### config.mk
export PLATFORM = sky130hd
export DESIGN_NAME = bk_mouse_port
export DESIGN_NICKNAME = d
export VERILOG_FILES = /design/src/rtl/bk_mouse_port.sv
export SDC_FILE = /design/constraint.sdc
export NUM_CORES = 1
export LEC_CHECK = 0
export ABC_AREA = 1
export CAP_MARGIN = 15
export CORE_MARGIN = 3
export CORE_UTILIZATION = 55
export CTS_CLUSTER_SIZE = 25
export DETAILED_ROUTE_END_ITERATION = 7
export DONT_BUFFER_PORTS = 1
export PLACE_DENSITY = 0.67
export SETUP_SLACK_MARGIN = 0.15
export SYNTH_ARGS = -nofsm -noshare
export SYNTH_HDL_FRONTEND = slang
export SYNTH_SLANG_ARGS = --single-unit
### constraint.sdc
create_clock -name clk_sys -period 3.8 [get_ports clk_sys]
set_input_delay 0.38 -clock clk_sys [delete_from_list [all_inputs] [get_ports clk_sys]]
set_output_delay 0.38 -clock clk_sys [all_outputs]
set_load 0.02 [all_outputs]
### src/rtl/bk_mouse_port.sv
// BK parallel-port (177714) mouse adapter: accumulates PS/2 deltas into BK direction/button bits
// and arbitrates the port read data between mouse and joystick. Optional macro: BK_MOUSE_AUTOCLEAR_EN.
module bk_mouse_port #(
  parameter int          THRESH     = 3,
  parameter logic [15:0] HOLD_TICKS = 16'd4096
) (
  input  logic        clk_sys,
  input  logic        reset,
  input  logic        ce,
  input  logic        data_ready,
  input  logic [8:0]  pointer_dx,
  input  logic [8:0]  pointer_dy,
  input  logic        left_btn,
  input  logic        right_btn,
  input  logic [7:0]  joystick,
  input  logic        port_sel,
  input  logic        bus_stb,
  input  logic        bus_we,
  input  logic [1:0]  bus_wtbt,
  input  logic [15:0] bus_din,
  output logic [15:0] bus_dout,
  output logic        mouse_active
);

  typedef enum logic {IDLE = 1'b0, HELD = 1'b1} axis_state_e;

  localparam logic signed [11:0] THR_P = 12'(THRESH);
  localparam logic signed [11:0] THR_N = -THR_P;

  function automatic logic signed [11:0] sat_add(input logic signed [11:0] a,
                                                 input logic signed [8:0]  d);
    logic signed [12:0] s;
    s = {a[11], a} + {{4{d[8]}}, d};
    if (s[12] != s[11]) return s[12] ? 12'sh800 : 12'sh7FF;
    return s[11:0];
  endfunction

  logic               wr_q, wr_d;
  logic               enable_q, enable_d;
  logic signed [11:0] acc_x_q, acc_x_d, acc_y_q, acc_y_d;
  axis_state_e        xs_q, xs_d, ys_q, ys_d;
  logic               xpos_q, xpos_d, ypos_q, ypos_d;
  logic [1:0]         btn_q, btn_d;
  logic               mact_q, mact_d;
  logic               wr_edge, pkt;
  logic signed [11:0] base_x, base_y;
  logic [6:0]         mstate;
  logic               unused_bits;

`ifdef BK_MOUSE_AUTOCLEAR_EN
  logic [15:0] tmr_x_q, tmr_x_d, tmr_y_q, tmr_y_d;
  assign unused_bits = ^{bus_din[15:4], bus_din[2:0], bus_wtbt[1]};
`else
  assign unused_bits = ^{bus_din[15:4], bus_din[2:0], bus_wtbt[1], HOLD_TICKS, ce};
`endif

  assign wr_d    = bus_stb & port_sel & bus_we & bus_wtbt[0];
  assign wr_edge = wr_d & ~wr_q;
  // A control write in the same cycle as a packet wins; the packet is dropped.
  assign pkt     = data_ready & enable_q & ~wr_edge;

  always_comb begin
    enable_d = enable_q;
    xs_d     = xs_q;
    ys_d     = ys_q;
    xpos_d   = xpos_q;
    ypos_d   = ypos_q;
    base_x   = acc_x_q;
    base_y   = acc_y_q;
`ifdef BK_MOUSE_AUTOCLEAR_EN
    tmr_x_d  = tmr_x_q;
    tmr_y_d  = tmr_y_q;
`endif

    if (xs_q == IDLE) begin
      if (acc_x_q > THR_P || acc_x_q < THR_N) begin
        xs_d   = HELD;
        xpos_d = (acc_x_q > THR_P);
        base_x = '0;
`ifdef BK_MOUSE_AUTOCLEAR_EN
        tmr_x_d = HOLD_TICKS;
`endif
      end
    end else begin
`ifdef BK_MOUSE_AUTOCLEAR_EN
      if (ce) begin
        if (tmr_x_q <= 16'd1) begin
          xs_d    = IDLE;
          tmr_x_d = '0;
        end else begin
          tmr_x_d = tmr_x_q - 16'd1;
        end
      end
`endif
    end

    if (ys_q == IDLE) begin
      if (acc_y_q > THR_P || acc_y_q < THR_N) begin
        ys_d   = HELD;
        ypos_d = (acc_y_q > THR_P);
        base_y = '0;
`ifdef BK_MOUSE_AUTOCLEAR_EN
        tmr_y_d = HOLD_TICKS;
`endif
      end
    end else begin
`ifdef BK_MOUSE_AUTOCLEAR_EN
      if (ce) begin
        if (tmr_y_q <= 16'd1) begin
          ys_d    = IDLE;
          tmr_y_d = '0;
        end else begin
          tmr_y_d = tmr_y_q - 16'd1;
        end
      end
`endif
    end

    acc_x_d = pkt ? sat_add(base_x, pointer_dx) : base_x;
    acc_y_d = pkt ? sat_add(base_y, pointer_dy) : base_y;

    if (wr_edge) begin
      enable_d = bus_din[3];
      if (!bus_din[3]) begin
        xs_d    = IDLE;
        ys_d    = IDLE;
        acc_x_d = '0;
        acc_y_d = '0;
`ifdef BK_MOUSE_AUTOCLEAR_EN
        tmr_x_d = '0;
        tmr_y_d = '0;
`endif
      end
    end

    btn_d = {right_btn, left_btn};
    // Joystick activity takes priority over a simultaneous mouse packet.
    if (joystick != 8'd0)  mact_d = 1'b0;
    else if (data_ready)   mact_d = 1'b1;
    else                   mact_d = mact_q;
  end

  always_ff @(posedge clk_sys) begin
    if (reset) begin
      wr_q     <= 1'b0;
      enable_q <= 1'b0;
      acc_x_q  <= '0;
      acc_y_q  <= '0;
      xs_q     <= IDLE;
      ys_q     <= IDLE;
      xpos_q   <= 1'b0;
      ypos_q   <= 1'b0;
      btn_q    <= '0;
      mact_q   <= 1'b0;
`ifdef BK_MOUSE_AUTOCLEAR_EN
      tmr_x_q  <= '0;
      tmr_y_q  <= '0;
`endif
    end else begin
      wr_q     <= wr_d;
      enable_q <= enable_d;
      acc_x_q  <= acc_x_d;
      acc_y_q  <= acc_y_d;
      xs_q     <= xs_d;
      ys_q     <= ys_d;
      xpos_q   <= xpos_d;
      ypos_q   <= ypos_d;
      btn_q    <= btn_d;
      mact_q   <= mact_d;
`ifdef BK_MOUSE_AUTOCLEAR_EN
      tmr_x_q  <= tmr_x_d;
      tmr_y_q  <= tmr_y_d;
`endif
    end
  end

  assign mstate = {btn_q[1], btn_q[0], 1'b0,
                   (xs_q == HELD) & ~xpos_q, (ys_q == HELD) & ~ypos_q,
                   (xs_q == HELD) &  xpos_q, (ys_q == HELD) &  ypos_q};

  assign mouse_active = mact_q;
  assign bus_dout = port_sel ? (mact_q ? {9'b0, mstate} : {8'b0, joystick}) : 16'd0;

endmodule

# After elaboration in Yosys (flattened, before gate mapping)

Cells that the tools add are included.

$add $sub $neg: 2
$lt $le $gt $ge: 4
Equal/unequal tests: 2
Mux-type cells: 28
Bitwise operators: 16
Reductions and logical operators: 6

Operators by type and width:

| operator                                                        | number |
|---|---|
| 2-to-1 mux 12 bit                                               | 16 |
| adder 12 x 9 -> 13 bit                                          | 2 |
| greater-than comparator 12 x 3 -> 1 bit (second input constant) | 2 |
| less-than comparator 12 x 3 -> 1 bit (second input constant)    | 2 |
| 2-to-1 mux 8 bit                                                | 2 |
| AND 1 bit                                                       | 10 |
| 2-to-1 mux 1 bit                                                | 10 |
| nonzero test 8 bit                                              | 1 |
| inverter 1 bit                                                  | 6 |
| AND reduction 2 bit                                             | 2 |
| logical OR 1 bit                                                | 2 |
| inequality test 1 bit                                           | 2 |
| OR reduction 2 bit                                              | 1 |

Register bits after elaboration: 33
Input port bits: 53
Output and inout bits: 17
Logic and storage cells: 68

# Longest topological paths before layout

Gate-level depths: netlist of run 1.

Depth in word-level cells: 11
Depth in mapped cells: 21
Mapped depth without buffers: 21

# Worst setup path after synthesis of run 1

No wires, ideal clock.

Path type: reg2reg
Start: register acc_y_q[7]
End: register acc_y_q[10]
Setup time: 0.112 ns
Arrival time: 2.510 ns
Required time: 3.688 ns
Setup slack: 1.177 ns
Stages on the path, launching flop included: 18
Path buffers: 0
Clock period less this slack: 2.623 ns
Cell sequence: dfxtp_1 -> or2_1 -> o31ai_2 -> nand2_2 -> nand2_4 -> nand2_1 -> inv_1 -> ha_1 -> inv_1 -> fa_1 -> o21ai_2 -> nand3_2 -> nand4_1 -> nand2_2 -> nand2_2 -> nand2_4 -> nor2_1 -> nor2_2

Cells in the longest elaborated chain, start to end: 11
Elaborated cells between the ends (all ways): 14
Classes of those cells: add/sub (1); order compare (2); eq/ne (1); mux (9); reduce/logical (1)

Ends and longest elaborated chain:

| element                                                                                         | line | text |
|---|---|---|
| from (decl)                                                                                     | 40   | `logic signed [11:0] acc_x_q, acc_x_d, acc_y_q, acc_y_d;` |
| from (signal assigned)                                                                          | 163  | `acc_y_q <= acc_y_d;` |
| greater-than comparator 12 x 3 -> 1 bit or less-than comparator 12 x 3 -> 1 bit (tied branches) | 98   | `if (acc_y_q > THR_P \|\| acc_y_q < THR_N) begin` |
| logical OR 1 bit                                                                                | 98   |  |
| 2-to-1 mux 12 bit                                                                               | 98   |  |
| 2-to-1 mux 12 bit *                                                                             | 97   | `if (ys_q == IDLE) begin` |
| adder 12 x 9 -> 13 bit                                                                          | 33   | `s = {a[11], a} + {{4{d[8]}}, d};` |
| 2-to-1 mux 12 bit or inequality test 1 bit (tied branches)                                      | 34   | `if (s[12] != s[11]) return s[12] ? 12'sh800 : 12'sh7FF;` |
| 2-to-1 mux 12 bit or 2-to-1 mux 1 bit (tied branches)                                           | 34   |  |
| 2-to-1 mux 12 bit                                                                               | 35   | `return s[11:0];` |
| 2-to-1 mux 12 bit *                                                                             | 120  | `acc_y_d = pkt ? sat_add(base_y, pointer_dy) : base_y;` |
| 2-to-1 mux 12 bit                                                                               | 124  | `if (!bus_din[3]) begin` |
| 2-to-1 mux 12 bit *                                                                             | 122  | `if (wr_edge) begin` |

Mark *: on every way between the ends. The rest lies on a longest branch, timed or not. The select of a mux whose other input is x is not followed.
A chain may end at the register's enable or synchronous reset.

# Worst setup path in the final report of run 1

Start: register acc_y_q[7]
End: register acc_y_q[0]

The elaborated chain is that of the path after synthesis.

==> metrics.yaml, run 1 <==
cts:
  cts_buffers: 5
  cts_buffer_depth: 2
  cts_tree: "built"
  holdBufCountCts: 0
  cts.sinks: 33
  path_clk_slew_ns: 0.06
  clock_latency_ns: 0.28
  cts_root_buf: "clkbuf_8"
  cts_resized: 0
  htreeDepth: 2
  postCtsSetupBuffers: 0
floorplan:
  die-area_sq_um: 6770
  io_pins: 70
  rows: 27
  die_h_um: 82.3
  start_util_pct: 57.4
  fp.coreArea_sq_um: 5570
  die_w_um: 82.3
sta:
  slew_headroom_pct: 50.7
  final-hold-violation-count: 0
  slew_viol_final: 0
  finClkSkew_ns: 0.00451
  rsz0062_at_grt: "no"
  max_freq_mhz: 329
  setup_violations: 0
  worst-slew-pin-transition_ns: 0.737
  fin_crit_sh_pct: 79.9
  period_needed_ns: 3.04
  fin_setup_tns_ns: 0
critical_path:
  cp_max_fo: 8
  cpPeakStageDelay_ns: 0.42
  cp.arrival_ns: 3.21
  reg2reg_depth: 17
  crit_family: "simple AND/OR/NAND/NOR gates"
  crit_required_ns: 3.97
  timing_worst_setup_path_type: "register to register"
  path_common_cell: "nand2_1"
  worstPathCellList: "or2_1 -> o31ai_2 -> nand2_2 -> nand2_4 -> nand2_1 -> inv_1 -> ha_1 -> inv_1 -> fa_1 -> o21ai_2 -> nand3_2 -> nand3_2 -> nand2_1 -> nand2_1 -> nand2_1 -> nand2_1 -> a21oi_2"
  critPathCaptureType: "register"
  rrSetupSlack_ns: 0.76
  r2r-end: "acc_y_q[0]$_SDFF_PP0_"
  crit_buf_inv: 2
  slowest_stage: "fa_1"
  start_kind: "register"
  crit-reg2reg-launch: "acc_y_q[7]$_SDFF_PP0_"
global_route:
  grt_pass1_vias: 2585
  grt_max_degree: 21
  antenna_found_initial: 0
  overflow: 0
  grt_pass1_wl_um: 11300
  track_usage_pct: 20.8
routing:
  wl_per_cell_um: 11.9
  drcViolationCount: 0
  ant_nets: 0
  viasPerCell: 5.18
  drtIter0Drc: 105
  routed_wl_um: 6700
  drt_first_pass_iters: 4
  via_count: 2904
finish:
  n_fill_cell: 567
  final_cell_area_sq_um: 3320
  fin_nets: 568
  multi_input_area_sq_um: 2140
  area_delta_synth_final_pct: 3.64
  n_antenna_cell: 0
  seqCellArea_sq_um: 661
  top_regs: "acc_x_q (12), acc_y_q (12), btn_q (2)"
  drive_gt1_share_pct: 15.1
power:
  leakagePower_nw: 1.77
  vdd_drop_max_uv: 274
  power_density_nw_per_um2: 350
  internal-power_w: 0.000688
  pwr-share-clk_pct: 22.4
  p_sw_share_pct: 40.7
  p_comb_share_pct: 43.4
  p_sw_w: 0.000472
  pwr-share-seq_pct: 34.2
synth:
  synth_cell_type_count: 41
  ys.flop_type: "dfxtp_1"
  synth_area_leaders: "dfxtp_1, nand2_1, ha_1, inv_1, nor2_1"
  syn_area_per_cell_sq_um: 6.57
  synth_seq_cells: 33
  async_reset_ff_share_pct: 0
  yosys_warnings: 0
  synthMostInstantiatedCell: "nand2_1"
  synth_top_area_share_pct: 20.6
  yosysSeqAreaShare_pct: 20.6
  syn-instance-count: 487
  syn_area_sq_um: 3200
  synth_largest_area_cell: "dfxtp_1"
  synth_edf_count: 0
  synth_common_cells: "nand2_1, inv_1, nor2_1"
place:
  io_buffer_count: 0
  gp_congestion: 0.819
  dpl.hpwl_um: 5490
  place_area_sq_um: 3230
min_path:
  hold-path-endpoint: "btn_q[0]$_SDFF_PP0_"
  hp-start: "reset"
  min_path_type: "input port to register"
  whs_path_depth: 1
flow_run:
  cap_violations: 0
status:
  status: "completed"
logic make-up (layout without fill, tap and decap cells):
kind of cell               Yosys count  count (layout)  synth area share [%]
AOI/OAI and AO/OA                   71              71                  14.4
xor gates and xnor gates            18              18                  4.93
adders and majority gates           26              26                  10.6
buffers and inverters              100              95                  13.3
DFF                                 33              33                  20.6
other                                1               8                 0.117
and+or+nand+nor                    238             238                  36.0
cell type report:
class,instances,area share (%)
Multi-Input combinational cell,361,64.6
Tap cell,72,2.72
Inverter,88,10.2
Clock buffer,7,2.60
Sequential cell,33,19.9
power groups by stage:
stage                     clock (W)  sequential, W  combinational [W]
final                      0.000260       0.000396           0.000504
after global routing       0.000286       0.000401           0.000574
after CTS                  0.000268       0.000396           0.000504
after detailed placement          0       0.000403           0.000502
after global placement            0       0.000403           0.000495
after floorplan                   0       0.000399           0.000428
stage by stage:
stage	hold WS [ns]	power, W	worst slack [ns]	utilization (%)	cells
after floorplan	0.448	0.000827	1.18	-	494
after global placement	0.454	0.000898	0.812	57.9	554
after detailed placement	0.455	0.000905	0.764	57.9	554
after CTS	0.153	0.00117	0.753	59.5	561
after global routing	0.147	0.00126	0.465	59.5	561
final	0.162	0.00116	0.764	59.5	561
worst max-delay path by stage:
stage	start	endpoint	slack, ns	depth (start not counted)
after global placement	acc_y_q[7]$_SDFF_PP0_	acc_y_q[0]$_SDFF_PP0_	0.81	17
after CTS	acc_y_q[7]$_SDFF_PP0_	acc_y_q[0]$_SDFF_PP0_	0.75	17
after detailed placement	acc_y_q[7]$_SDFF_PP0_	acc_y_q[0]$_SDFF_PP0_	0.76	17
final	acc_y_q[7]$_SDFF_PP0_	acc_y_q[0]$_SDFF_PP0_	0.76	17
after global routing	acc_y_q[7]$_SDFF_PP0_	acc_y_q[5]$_SDFF_PP0_	0.46	17
after floorplan	acc_y_q[7]$_SDFF_PP0_	acc_y_q[10]$_SDFF_PP0_	1.18	17
layout by cell type, fill, tap and decap left out, types with 5 or more instances in the layout:
| cell type | synthesis | final |
|---|---|---|
| nor2_1 | 39 | 39 |
| a21oi_1 | 25 | 25 |
| clkbuf_8 | 0 | 6 |
| dfxtp_1 | 33 | 33 |
| xor2_1 | 10 | 10 |
| nand3_1 | 21 | 21 |
| nand2_1 | 114 | 114 |
| nor3_1 | 7 | 7 |
| inv_1 | 79 | 79 |
| nand4_1 | 11 | 11 |
| inv_2 | 7 | 7 |
| a31oi_1 | 5 | 5 |
| o21ai_0 | 16 | 16 |
| nor2_2 | 7 | 7 |
| conb_1 | 1 | 8 |
| ha_1 | 24 | 24 |
| xnor2_1 | 8 | 8 |
| nand2_2 | 18 | 18 |
| nand3_2 | 7 | 7 |
| a21oi_2 | 12 | 12 |
routing by layer:
layer,vias up,track usage [%],routed length [um]
li1,1547,-,-
met1,1280,29.8,3510
met2,69,32.8,2780
met3,8,2.82,340
met4,0,4.98,59
met5,-,0,0
worst register-to-register path, stage by stage (launching register included):
cell and delay (ns):
dfxtp_1 0.31, or2_1 0.24, o31ai_2 0.29, nand2_2 0.13
nand2_4 0.13, nand2_1 0.08, inv_1 0.06, ha_1 0.16
inv_1 0.05, fa_1 0.42, o21ai_2 0.31, nand3_2 0.14
nand3_2 0.10, nand2_1 0.05, nand2_1 0.10, nand2_1 0.18
nand2_1 0.13, a21oi_2 0.06
No activity file was read; power rests on OpenSTA's default activity.
==> inputs of run 2 (changes only) <==
- clock period: 3.8 -> 3.1 ns (I/O delays scaled with it)
==> metrics.yaml, run 2 (synthesis results as in run 1) <==
min_path:
  whs_path_depth: 1
  min_path_type: "input port to register"
  hold-path-endpoint: "ypos_q$_SDFFE_PP0P_"
  hp-start: "reset"
finish:
  top_regs: "acc_x_q (12), acc_y_q (12), btn_q (2)"
  final_cell_mix: "nand2_1, inv_1, nor2_1"
  fin_cells: 572
  final_common_cell: "nand2_1"
  area_delta_synth_final_pct: 12.1
  n_fill_cell: 539
  n_antenna_cell: 0
  multi_input_area_sq_um: 2310
  drive_gt1_share_pct: 25.6
  final_util_pct: 64.3
  seqCellArea_sq_um: 669
  fin_nets: 578
  final_cell_area_sq_um: 3590
place:
  placed_cells: 558
  gp_congestion: 0.832
  place_area_sq_um: 3260
  dpl.hpwl_um: 5670
  io_buffer_count: 0
sta:
  slew_headroom_pct: 39.6
  fin_crit_sh_pct: 89.8
  whs_ns: 0.0940
  setup_violations: 0
  worst-slew-pin-transition_ns: 0.903
  fin_setup_tns_ns: 0
  slew_viol_final: 0
  rsz0062_at_grt: "yes"
  max_freq_mhz: 359
  period_needed_ns: 2.78
  final-hold-violation-count: 0
  finClkSkew_ns: 0.0103
critical_path:
  rrSetupSlack_ns: 0.32
  cp_max_fo: 7
  timing_worst_setup_path_type: "register to register"
  crit_start: "acc_y_q[8]$_SDFF_PP0_"
  critPathCaptureType: "register"
  start_kind: "register"
  r2r-end: "acc_y_q[7]$_SDFF_PP0_"
  cp.arrival_ns: 2.96
  crit-reg2reg-launch: "acc_y_q[8]$_SDFF_PP0_"
  reg2reg_depth: 19
  crit_required_ns: 3.28
cts:
  cts_tree: "built"
  cts.sinks: 33
  htreeDepth: 2
  holdBufCountCts: 0
  cts_buffer_depth: 2
  cts_buffers: 5
  path_clk_slew_ns: 0.07
  cts_root_buf: "clkbuf_8"
  clock_latency_ns: 0.28
power:
  power_density_nw_per_um2: 436
  vdd_drop_max_uv: 374
  leakagePower_nw: 1.84
global_route:
  antenna_found_initial: 0
  use_met3_pct: 4.45
  grt_pass1_vias: 2658
  busiest_layer: "met2"
  grtUsageMet2_pct: 32.6
  track_usage_pct: 21.6
  overflow: 0
  grt_max_degree: 21
  grt_use_met1_pct: 31.7
  grt_pass1_wl_um: 11600
floorplan:
  io_pins: 70
  rows: 27
  die-area_sq_um: 6770
  die_h_um: 82.3
  fp.coreArea_sq_um: 5570
  start_util_pct: 57.4
  die_w_um: 82.3
routing:
  wl_per_cell_um: 12.7
  drcViolationCount: 0
  via_count: 2986
  ant_nets: 0
  routed_wl_um: 7250
  drt_first_pass_iters: 4
  viasPerCell: 5.22
  drtIter0Drc: 112
status:
  status: "completed"
flow_run:
  cap_violations: 0
## run 2: worst max path at each step
stage	endpoint	slack (ns)	cells after the start
2_1_floorplan	acc_y_q[10]$_SDFF_PP0_	0.48	17
3_3_place_gp	acc_x_q[2]$_SDFF_PP0_	0.21	20
3_5_place_dp	acc_x_q[7]$_SDFF_PP0_	0.15	20
4_1_cts	acc_x_q[7]$_SDFF_PP0_	0.15	20
5_1_grt	acc_x_q[9]$_SDFF_PP0_	0.11	21
6_report	acc_y_q[7]$_SDFF_PP0_	0.32	19
## run 2: metrics by stage
stage / power [W] / setup slack [ns]
3_5_place_dp: 0.00112 / 0.148
5_1_grt: 0.00169 / 0.111
3_3_place_gp: 0.00111 / 0.208
2_1_floorplan: 0.00101 / 0.477
4_1_cts: 0.00146 / 0.155
6_report: 0.00156 / 0.317
## run 2: timing repair
item	CTS	global route
pin swaps	0	13
hold endpoints to repair	0	0
setup buffers	0	6
resized for setup	2	55
setup endpoints to repair	7	24
## run 2: routing by layer
layer	wire, um	vias to the layer above
li1	-	1567
met1	3660	1340
met2	3190	75
met3	364	4
met4	40	0
met5	0	-
## run 2: report_power, final
group / switching (W) / internal, W
Sequential: 0.0000255 / 0.000462
Clock: 0.000157 / 0.000180
Combinational: 0.000472 / 0.000266
Total: 0.000655 / 0.000908
## run 2: critical path: stages, from the launching register on
cell	delay, ns
dfxtp_1	0.31
inv_1	0.09
nand4_1	0.15
o31ai_4	0.30
nand2_2	0.11
nand2_4	0.06
buf_4	0.16
nand2_1	0.08
inv_1	0.06
ha_1	0.29
a21oi_2	0.23
o21ai_4	0.10
nand3_2	0.09
nand3_2	0.09
nand2_2	0.07
nand2_2	0.09
nand2_4	0.10
nand2_8	0.08
nor2_1	0.14
nor2_1	0.06
## run 2: area by class of cell
class	count	share of cell area (%)
sequential	33	18.7
clock inverter	2	0.384
inverter	88	9.56
tap	72	2.51
multi-input combinational	361	64.5
timing repair buffer	10	2.09
clock buffer	6	2.30
